[src/rtl/operation_sequencer.sv]
// operation_sequencer
// Back end of the control unit. Captures the decoder's four micro-operation
// slots when a new instruction is decoded. It then issues one operation code at
// a time to the datapath and holds each code until the datapath acknowledges it.
// A sequence ends at the READ_INST code (next fetch), at HALT, or in ERROR
// when slot 4 is not a terminator or when the per-step watchdog expires.
module operation_sequencer #(
    parameter int unsigned                        operation_code_length = 4,
    parameter logic [operation_code_length-1:0]   READ_INST_CODE        = 4'd1,
    parameter logic [operation_code_length-1:0]   HALT_CODE             = 4'd15,
    parameter logic [operation_code_length-1:0]   NOP_CODE              = 4'd0,
    parameter int unsigned                        TIMEOUT_CYCLES        = 32'd64
) (
    input  logic                               CLK,
    input  logic                               RST_N,
    input  logic                               IR_VALID,
    input  logic [operation_code_length-1:0]   OPER_CODE_1,
    input  logic [operation_code_length-1:0]   OPER_CODE_2,
    input  logic [operation_code_length-1:0]   OPER_CODE_3,
    input  logic [operation_code_length-1:0]   OPER_CODE_4,
    input  logic                               OPER_DONE,
    input  logic                               ERR_CLR,
    output logic [operation_code_length-1:0]   OPER_CODE,
    output logic                               OPER_VALID,
    output logic [1:0]                         STEP,
    output logic                               BUSY,
    output logic                               INSTR_DONE,
    output logic                               HALTED,
    output logic                               SEQ_ERROR
);

    localparam int unsigned WD_W = (TIMEOUT_CYCLES > 32'd1) ? $clog2(TIMEOUT_CYCLES + 32'd1) : 1;
    localparam logic [WD_W-1:0] WD_LIMIT  = WD_W'(TIMEOUT_CYCLES);
    localparam bit              WD_ENABLE = (TIMEOUT_CYCLES != 32'd0);

    typedef enum logic [1:0] {
        ST_IDLE   = 2'd0,
        ST_RUN    = 2'd1,
        ST_HALTED = 2'd2,
        ST_ERROR  = 2'd3
    } state_t;

    state_t                             state_r;
    logic [operation_code_length-1:0]   slot_r [4];
    logic [1:0]                         step_r;
    logic [operation_code_length-1:0]   oper_code_r;
    logic                               oper_valid_r;
    logic                               busy_r;
    logic                               instr_done_r;
    logic                               halted_r;
    logic                               seq_error_r;
    logic [WD_W-1:0]                    wdog_r;

    logic [1:0]                         step_inc_s;
    logic [operation_code_length-1:0]   cur_code_s;
    logic [operation_code_length-1:0]   next_code_s;
    logic [WD_W-1:0]                    wdog_inc_s;
    logic                               wdog_expire_s;

    // Current/next slot selection and watchdog expiry for the running step
    always_comb begin
        step_inc_s    = step_r + 2'd1;
        cur_code_s    = slot_r[step_r];
        next_code_s   = slot_r[step_inc_s];
        wdog_inc_s    = wdog_r + WD_W'(1'b1);
        wdog_expire_s = WD_ENABLE && (wdog_inc_s >= WD_LIMIT);
    end

    // Sequencer FSM with all outputs registered alongside the state
    always_ff @(posedge CLK or negedge RST_N) begin
        if (!RST_N) begin
            state_r      <= ST_IDLE;
            for (int i = 0; i < 4; i++) begin
                slot_r[i] <= {operation_code_length{1'b0}};
            end
            step_r       <= 2'd0;
            oper_code_r  <= NOP_CODE;
            oper_valid_r <= 1'b0;
            busy_r       <= 1'b0;
            instr_done_r <= 1'b0;
            halted_r     <= 1'b0;
            seq_error_r  <= 1'b0;
            wdog_r       <= {WD_W{1'b0}};
        end else begin
            instr_done_r <= 1'b0;
            case (state_r)
                ST_IDLE: begin
                    if (IR_VALID) begin
                        slot_r[0]    <= OPER_CODE_1;
                        slot_r[1]    <= OPER_CODE_2;
                        slot_r[2]    <= OPER_CODE_3;
                        slot_r[3]    <= OPER_CODE_4;
                        step_r       <= 2'd0;
                        oper_code_r  <= OPER_CODE_1;
                        oper_valid_r <= 1'b1;
                        busy_r       <= 1'b1;
                        wdog_r       <= {WD_W{1'b0}};
                        state_r      <= ST_RUN;
                    end else begin
                        state_r      <= ST_IDLE;
                    end
                end
                ST_RUN: begin
                    if (cur_code_s == HALT_CODE) begin
                        // HALT does not wait for the datapath acknowledge
                        oper_code_r  <= NOP_CODE;
                        oper_valid_r <= 1'b0;
                        busy_r       <= 1'b0;
                        halted_r     <= 1'b1;
                        state_r      <= ST_HALTED;
                    end else if (OPER_DONE) begin
                        wdog_r <= {WD_W{1'b0}};
                        if (cur_code_s == READ_INST_CODE) begin
                            oper_code_r  <= NOP_CODE;
                            oper_valid_r <= 1'b0;
                            busy_r       <= 1'b0;
                            instr_done_r <= 1'b1;
                            step_r       <= 2'd0;
                            state_r      <= ST_IDLE;
                        end else if (step_r != 2'd3) begin
                            step_r      <= step_inc_s;
                            oper_code_r <= next_code_s;
                        end else begin
                            // Slot 4 acknowledged without a terminator
                            oper_code_r  <= NOP_CODE;
                            oper_valid_r <= 1'b0;
                            busy_r       <= 1'b0;
                            seq_error_r  <= 1'b1;
                            state_r      <= ST_ERROR;
                        end
                    end else if (wdog_expire_s) begin
                        oper_code_r  <= NOP_CODE;
                        oper_valid_r <= 1'b0;
                        busy_r       <= 1'b0;
                        seq_error_r  <= 1'b1;
                        wdog_r       <= {WD_W{1'b0}};
                        state_r      <= ST_ERROR;
                    end else begin
                        wdog_r <= wdog_inc_s;
                    end
                end
                ST_HALTED: begin
                    state_r <= ST_HALTED;
                end
                ST_ERROR: begin
                    if (ERR_CLR) begin
                        seq_error_r <= 1'b0;
                        step_r      <= 2'd0;
                        state_r     <= ST_IDLE;
                    end else begin
                        state_r     <= ST_ERROR;
                    end
                end
                default: begin
                    oper_code_r  <= NOP_CODE;
                    oper_valid_r <= 1'b0;
                    busy_r       <= 1'b0;
                    step_r       <= 2'd0;
                    wdog_r       <= {WD_W{1'b0}};
                    state_r      <= ST_IDLE;
                end
            endcase
        end
    end

    assign OPER_CODE  = oper_code_r;
    assign OPER_VALID = oper_valid_r;
    assign STEP       = step_r;
    assign BUSY       = busy_r;
    assign INSTR_DONE = instr_done_r;
    assign HALTED     = halted_r;
    assign SEQ_ERROR  = seq_error_r;

endmodule

[config.mk]
export PLATFORM = sky130hd
export DESIGN_NAME = operation_sequencer
export DESIGN_NICKNAME = d
export VERILOG_FILES = /design/src/rtl/operation_sequencer.sv
export SDC_FILE = /design/constraint.sdc
export NUM_CORES = 1
export LEC_CHECK = 0
export ABC_AREA = 1
export CORE_ASPECT_RATIO = 0.9
export CORE_UTILIZATION = 55
export CTS_BUF_LIST = sky130_fd_sc_hd__clkbuf_8
export DETAILED_ROUTE_END_ITERATION = 6
export PLACE_DENSITY_LB_ADDON = 0.12
export SETUP_SLACK_MARGIN = 0.5
export SYNTH_ARGS = -nofsm -noshare
export SYNTH_HDL_FRONTEND = slang
export SYNTH_SLANG_ARGS = --single-unit
[constraint.sdc]
create_clock -name CLK -period 1.8 [get_ports CLK]
set_input_delay 0.36 -clock CLK [delete_from_list [all_inputs] [get_ports CLK]]
set_output_delay 0.36 -clock CLK [all_outputs]
set_load 0.02 [all_outputs]
==> results of run 1 <==
==> synthesized netlist by cell type (4+ instances only) <==
| cell type | n |
|---|---|
| o21ai_0 | 14 |
| nand2_1 | 56 |
| nand3_1 | 23 |
| nand2_4 | 6 |
| inv_1 | 18 |
| nand2_2 | 4 |
| mux2_2 | 11 |
| nor2_1 | 40 |
| a21oi_1 | 9 |
| nand4_1 | 5 |
| dfrtp_1 | 35 |
==> cells by family after synthesis <==
group,Yosys count,synth area share
AOI/OAI and AO/OA,32,0.0923
xor gates and xnor gates,3,0.0127
adders and majority gates,2,0.0121
buffers and inverters,29,0.0718
DFF,35,0.422
muxes,11,0.0597
and+or+nand+nor,144,0.329
==> metal layers <==
layer,vias up,track usage,wire (um)
li1,968,-,-
met1,957,0.380,2430
met4,0,0.128,206
met5,-,0,0
met2,101,0.433,2550
met3,27,0.0534,395
==> sequential cells by signal (all words and copies together), names as in the netlist <==
register	count
SEQ_ERROR	1
BUSY	1
slot_r	16
HALTED	1
STEP	2
OPER_CODE	4
state_r	2
wdog_r	7
INSTR_DONE	1
==> worst max-delay path: stages, from the launching register on <==
cell and delay [ns]:
dfrtp_2 0.42, buf_8 0.15, ha_4 0.27, buf_4 0.11
o21ai_0 0.10, o22ai_1 0.24, nand4_1 0.16, a21oi_1 0.18
==> cell usage in the layout, fill, tap and decap left out, drive strengths merged, types with 3 or more instances in the layout <==
cell type,count
clkbuf,8
o21ai,14
dfrtp,35
a21oi,10
clkdlybuf4s50,20
mux2,11
nand3,25
nand4,5
o22ai,3
inv,21
buf,38
nand2,67
nor2,45
==> metrics by stage <==
stage,worst slack (ns),utilization,power (mW),cells
final,0.0848,0.820,5.23,363
after detailed placement,0.0663,0.712,3.87,334
after CTS,0.145,0.799,4.91,358
after global routing,-0.0212,0.820,5.55,363
after global placement,0.0898,0.712,3.82,334
after floorplan,0.207,-,3.15,256
==> timing repair <==
item / in CTS / in global routing
resized for setup: 55 / 30
endpoints found under the setup margin: 41 / 40
pin swaps: 9 / 14
endpoints found under the hold margin: 0 / 0
buffers inserted: 15 / 5
cloned: 1 / 0
==> final cells by class <==
| class | count | area (um2) | share of cell area |
|---|---|---|---|
| Clock buffer | 7 | 96.3 | 0.0338 |
| Inverter | 22 | 96.3 | 0.0338 |
| Tap cell | 44 | 55.1 | 0.0193 |
| Multi-Input combinational cell | 193 | 1190 | 0.417 |
| Timing Repair Buffer | 61 | 532 | 0.186 |
| Clock inverter | 1 | 3.75 | 0.00132 |
| Sequential cell | 35 | 880 | 0.308 |
==> how the worst max path moves through the flow <==
stage | cells past startpoint | start | end
after floorplan | 12 | STEP[0] | BUSY
after global placement | 7 | IR_VALID | BUSY
after detailed placement | 7 | IR_VALID | BUSY
after CTS | 11 | STEP[0] | BUSY
after global routing | 7 | STEP[0] | OPER_CODE[2]
final | 7 | STEP[0] | OPER_CODE[2]
==> power by group through the flow <==
| stage | logic (mW) | registers, mW | clock network [mW] |
|---|---|---|---|
| finish | 3.18 | 1.42 | 0.633 |
| CTS | 2.89 | 1.39 | 0.634 |
| detailed placement | 2.46 | 1.42 | 0 |
| floorplan | 1.69 | 1.46 | 0 |
| global placement | 2.41 | 1.41 | 0 |
| global route | 3.44 | 1.45 | 0.668 |
==> impl_metrics.json, run 1 <==
{
  "status": "completed",
  "synth_area_mm2": 0.00207,
  "synth_seq_cells": 35,
  "via_per_inst": 5.66,
  "die_area_mm2": 0.00402,
  "fin_tns_setup_ns": 0,
  "synth_top_area_frac": 0.422,
  "hold_violations": 0,
  "synth_edf_count": 0,
  "drive_above_1_share": 0.354,
  "arrival_ns": 1.93,
  "area_delta_synth_final_pct": 37.5,
  "p_seq_frac": 0.272,
  "slew_viol_final": 0,
  "insertion_delay_ns": 0.29,
  "dr.pass1.iters": 5,
  "p_comb_frac": 0.607,
  "grt_pass1_wl_um": 8090,
  "cp-start-kind": "flip-flop",
  "cp-end-kind": "flip-flop",
  "synth_top_cells_by_area": "dfrtp_1 (42%), nand2_1 (10%), nor2_1 (7.2%)",
  "ys_warn_count": 0,
  "r2r_end": "OPER_CODE[2]",
  "p_switching_mw": 2.43,
  "synthArstFlopShare": 1.00,
  "io_buffer_count": 31,
  "tightest_slew_ns": 0.453,
  "yosysSeqAreaShare": 0.422,
  "drtAntennaViolNets": 0,
  "diodes": 0,
  "drtIter0Drc": 121,
  "finClkSkew_ns": 0.00520,
  "grt_pass1_vias": 1756,
  "finalInstanceArea_mm2": 0.00285,
  "fmax_ghz": 0.583,
  "fin_crit_sh": 0.953,
  "fp.coreArea_mm2": 0.00348,
  "reg2reg_from": "STEP[0]",
  "cts_root_buf": "clkbuf_8",
  "slew-limit-headroom": 0.698,
  "antenna_found_initial": 0,
  "ir_drop_v": 0.00104,
  "p_leak_nw": 1.39,
  "vias": 2053,
  "rsz0062_at_grt": "true",
  "wirelength_um": 5580,
  "layout.nets": 341,
  "boundaryPins": 32,
  "yosysUniqueCellTypes": 34,
  "power_density_mw_per_mm2": 1830,
  "ys.flop_type": "dfrtp_1",
  "synth_cells": 256,
  "cts_made_buffers": 5,
  "start_util": 0.596,
  "dp_hpwl_um": 3130,
  "cts_max_path_buffers": 2,
  "crit_type": "reg -> reg",
  "grt.total_usage": 0.280,
  "crit_required_ns": 2.02,
  "cts.clk_slew.worst_paths_ns": 0.07,
  "place_congestion": 0.822,
  "synth_largest_area_cell": "dfrtp_1",
  "r2r_slack_ns": 0.08,
  "min_period_ns": 1.72,
  "die_w_um": 66.7,
  "drc_errors": 0,
  "grt_max_degree": 36,
  "clock_power_share": 0.121,
  "cts.sinks": 35,
  "die_height_um": 60.3,
  "place_area_mm2": 0.00248,
  "rows": 20,
  "grt_overflow": 0,
  "htreeDepth": 2,
  "hold_slack_ns": 0.475,
  "setup_viol": 0,
  "wl_per_cell_um": 15.4,
  "reg2regPathDepth": 7,
  "ctsHoldBuffers": 0,
  "p_int_mw": 2.80,
  "critPathMaxFanout": 8,
  "syn-num-nets": 279,
  "final.fill_count": 226,
  "hp-class": "in -> async",
  "synth.avg_cell_area_um2": 8.10,
  "cts_tree": "done",
  "swShare": 0.465,
  "drv_cap": 0
}
Power figures use the tool's default switching activity.
==> run 2, diff against run 1 <==
- CORE_ASPECT_RATIO: 0.9 -> 2
==> run 2 against run 1 <==
  * Via count shrank 1.6%
  * Non-clock buffer count shrank 8
  * Largest power group unchanged
  * Clock skew increased by 0.0096 ns
  * Setup slack lost 0.064 ns
  * Critical path type unchanged
  * Critical endpoint is now state_r[1]
==> impl_metrics.json, run 2 (synthesis results as in run 1) <==
{
  "status": "completed",
  "wl_per_cell_um": 15.5,
  "io_buffer_count": 31,
  "htreeDepth": 2,
  "cp-end-kind": "flip-flop",
  "min_path_cells": 2,
  "fmax_ghz": 0.562,
  "grt_overflow": 0,
  "fp.coreArea_mm2": 0.00361,
  "critPathMaxFanout": 8,
  "slew_viol_final": 0,
  "cts_root_buf": "clkbuf_8",
  "crit_path_cell_trace": "buf_6, nand2_2, nand2_1, nand2_1, nand2_1, nor2_2, nand2_4, nor2_4, nor2_1, nor2_1, nor2_1",
  "grt_pass1_vias": 1894,
  "drive_above_1_share": 0.333,
  "boundaryPins": 32,
  "layout.nets": 334,
  "cts_made_buffers": 5,
  "cp-start-kind": "flip-flop",
  "grt_max_degree": 36,
  "fin_crit_sh": 0.988,
  "clock_power_share": 0.126,
  "slew-limit-headroom": 0.694,
  "critPathSlowestCell": "dfrtp_4",
  "finalInstanceArea_mm2": 0.00279,
  "cp_slowest_stage_delay_ns": 0.55,
  "grt_pass1_wl_um": 8380,
  "drtIter0Drc": 76,
  "final_common_cell": "nand2_1",
  "insertion_delay_ns": 0.30,
  "setup_ws_ns": 0.0212,
  "finClkSkew_ns": 0.0148,
  "fin_tns_setup_ns": 0,
  "start_util": 0.575,
  "arrival_ns": 1.97,
  "wirelength_um": 5600,
  "fin_util": 0.773,
  "hp-class": "reg -> reg",
  "p_leak_nw": 1.35,
  "ir_drop_v": 0.00128,
  "p_switching_mw": 2.40,
  "min_period_ns": 1.78,
  "place_congestion": 0.898,
  "area_delta_synth_final_pct": 34.4,
  "drc_errors": 0,
  "tightest_slew_ns": 0.459,
  "die_area_mm2": 0.00404,
  "r2r_slack_ns": 0.02,
  "cts_tree": "done",
  "antenna_found_initial": 0,
  "dp_hpwl_um": 3460,
  "grt.total_usage": 0.292,
  "die_height_um": 88.9,
  "reg2regPathDepth": 11,
  "rows": 31,
  "crit_required_ns": 1.99,
  "crit_type": "reg -> reg",
  "cp.depth": 11,
  "power_density_mw_per_mm2": 1850,
  "diodes": 0,
  "cts_max_path_buffers": 2,
  "via_per_inst": 5.60,
  "hold_violations": 0,
  "p_int_mw": 2.74,
  "cts.sinks": 35,
  "dr.pass1.iters": 4,
  "setup_viol": 0,
  "place_area_mm2": 0.00246,
  "drtAntennaViolNets": 0,
  "swShare": 0.467,
  "rsz0062_at_grt": "true",
  "final_cell_mix": "nand2_1 (47), nor2_1 (36), dfrtp_1 (32)",
  "cp_top_family": "simple AND/OR/NAND/NOR gates",
  "cts.clk_slew.worst_paths_ns": 0.08,
  "largest_reg_flops": 16,
  "drv_cap": 0,
  "p_seq_frac": 0.277,
  "crit_buf_inv": 1,
  "die_w_um": 45.4,
  "vias": 2021,
  "place_ws_ns": 0.0189,
  "regMostFlops": "slot_r",
  "p_comb_frac": 0.597
}
## run 2: tightest hold or removal path: stages (launching register included)
cell     delay [ns]
dfrtp_1        0.35
inv_1          0.04
nand2_1        0.05
## run 2: final cells by class
class / instances / area, um2
clock buffers: 7 / 96.3
clock inverters: 1 / 7.51
fillers: 291 / 818
inverters: 22 / 91.3
multi-input cells: 194 / 1190
flip-flops and latches: 35 / 882
well taps: 49 / 61.3
repair buffers: 53 / 458
## run 2: per-stage QoR
step / total power [mW] / std cells / hold slack [ns]
2_1_floorplan: 3.15 / 256 / 0.0644
3_3_place_gp: 3.82 / 336 / 0.447
3_5_place_dp: 3.88 / 336 / 0.455
4_1_cts: 4.89 / 359 / 0.473
5_1_grt: 5.45 / 361 / 0.522
6_report: 5.15 / 361 / 0.467
## run 2: power groups by stage
| stage | registers (mW) | clock network [mW] | logic, mW |
|---|---|---|---|
| floorplan | 1.46 | 0 | 1.69 |
| global placement | 1.43 | 0 | 2.39 |
| detailed placement | 1.45 | 0 | 2.43 |
| CTS | 1.42 | 0.649 | 2.82 |
| global route | 1.46 | 0.684 | 3.31 |
| finish | 1.43 | 0.648 | 3.07 |
## run 2: repair_timing
item	4_1_cts	5_1_grt
buffers inserted	13	2
gates resized for setup	68	21
hold buffers	0	0
pin swaps	10	17
cloned	2	0
endpoints found under the setup margin	41	36
## run 2: path summary, 6_finish.rpt
kind	endpoint	startpoint
max in group asynchronous	STEP[0]	RST_N
setup reg to reg	state_r[1]	STEP[0]
hold reg to reg	HALTED	HALTED
min in group asynchronous	HALTED	RST_N
hold / removal	HALTED	HALTED
setup / recovery	state_r[1]	STEP[0]
## run 2: metal layers
metal  GRT usage  share of wire  routed length (um)  up-vias
met5           0              0                   0        -
met4       0.174          0.053                 297        0
met3      0.0429          0.039                 217       35
met2       0.538           0.57                3190       85
met1       0.286           0.34                1900      945
li1            -              -                   -      956
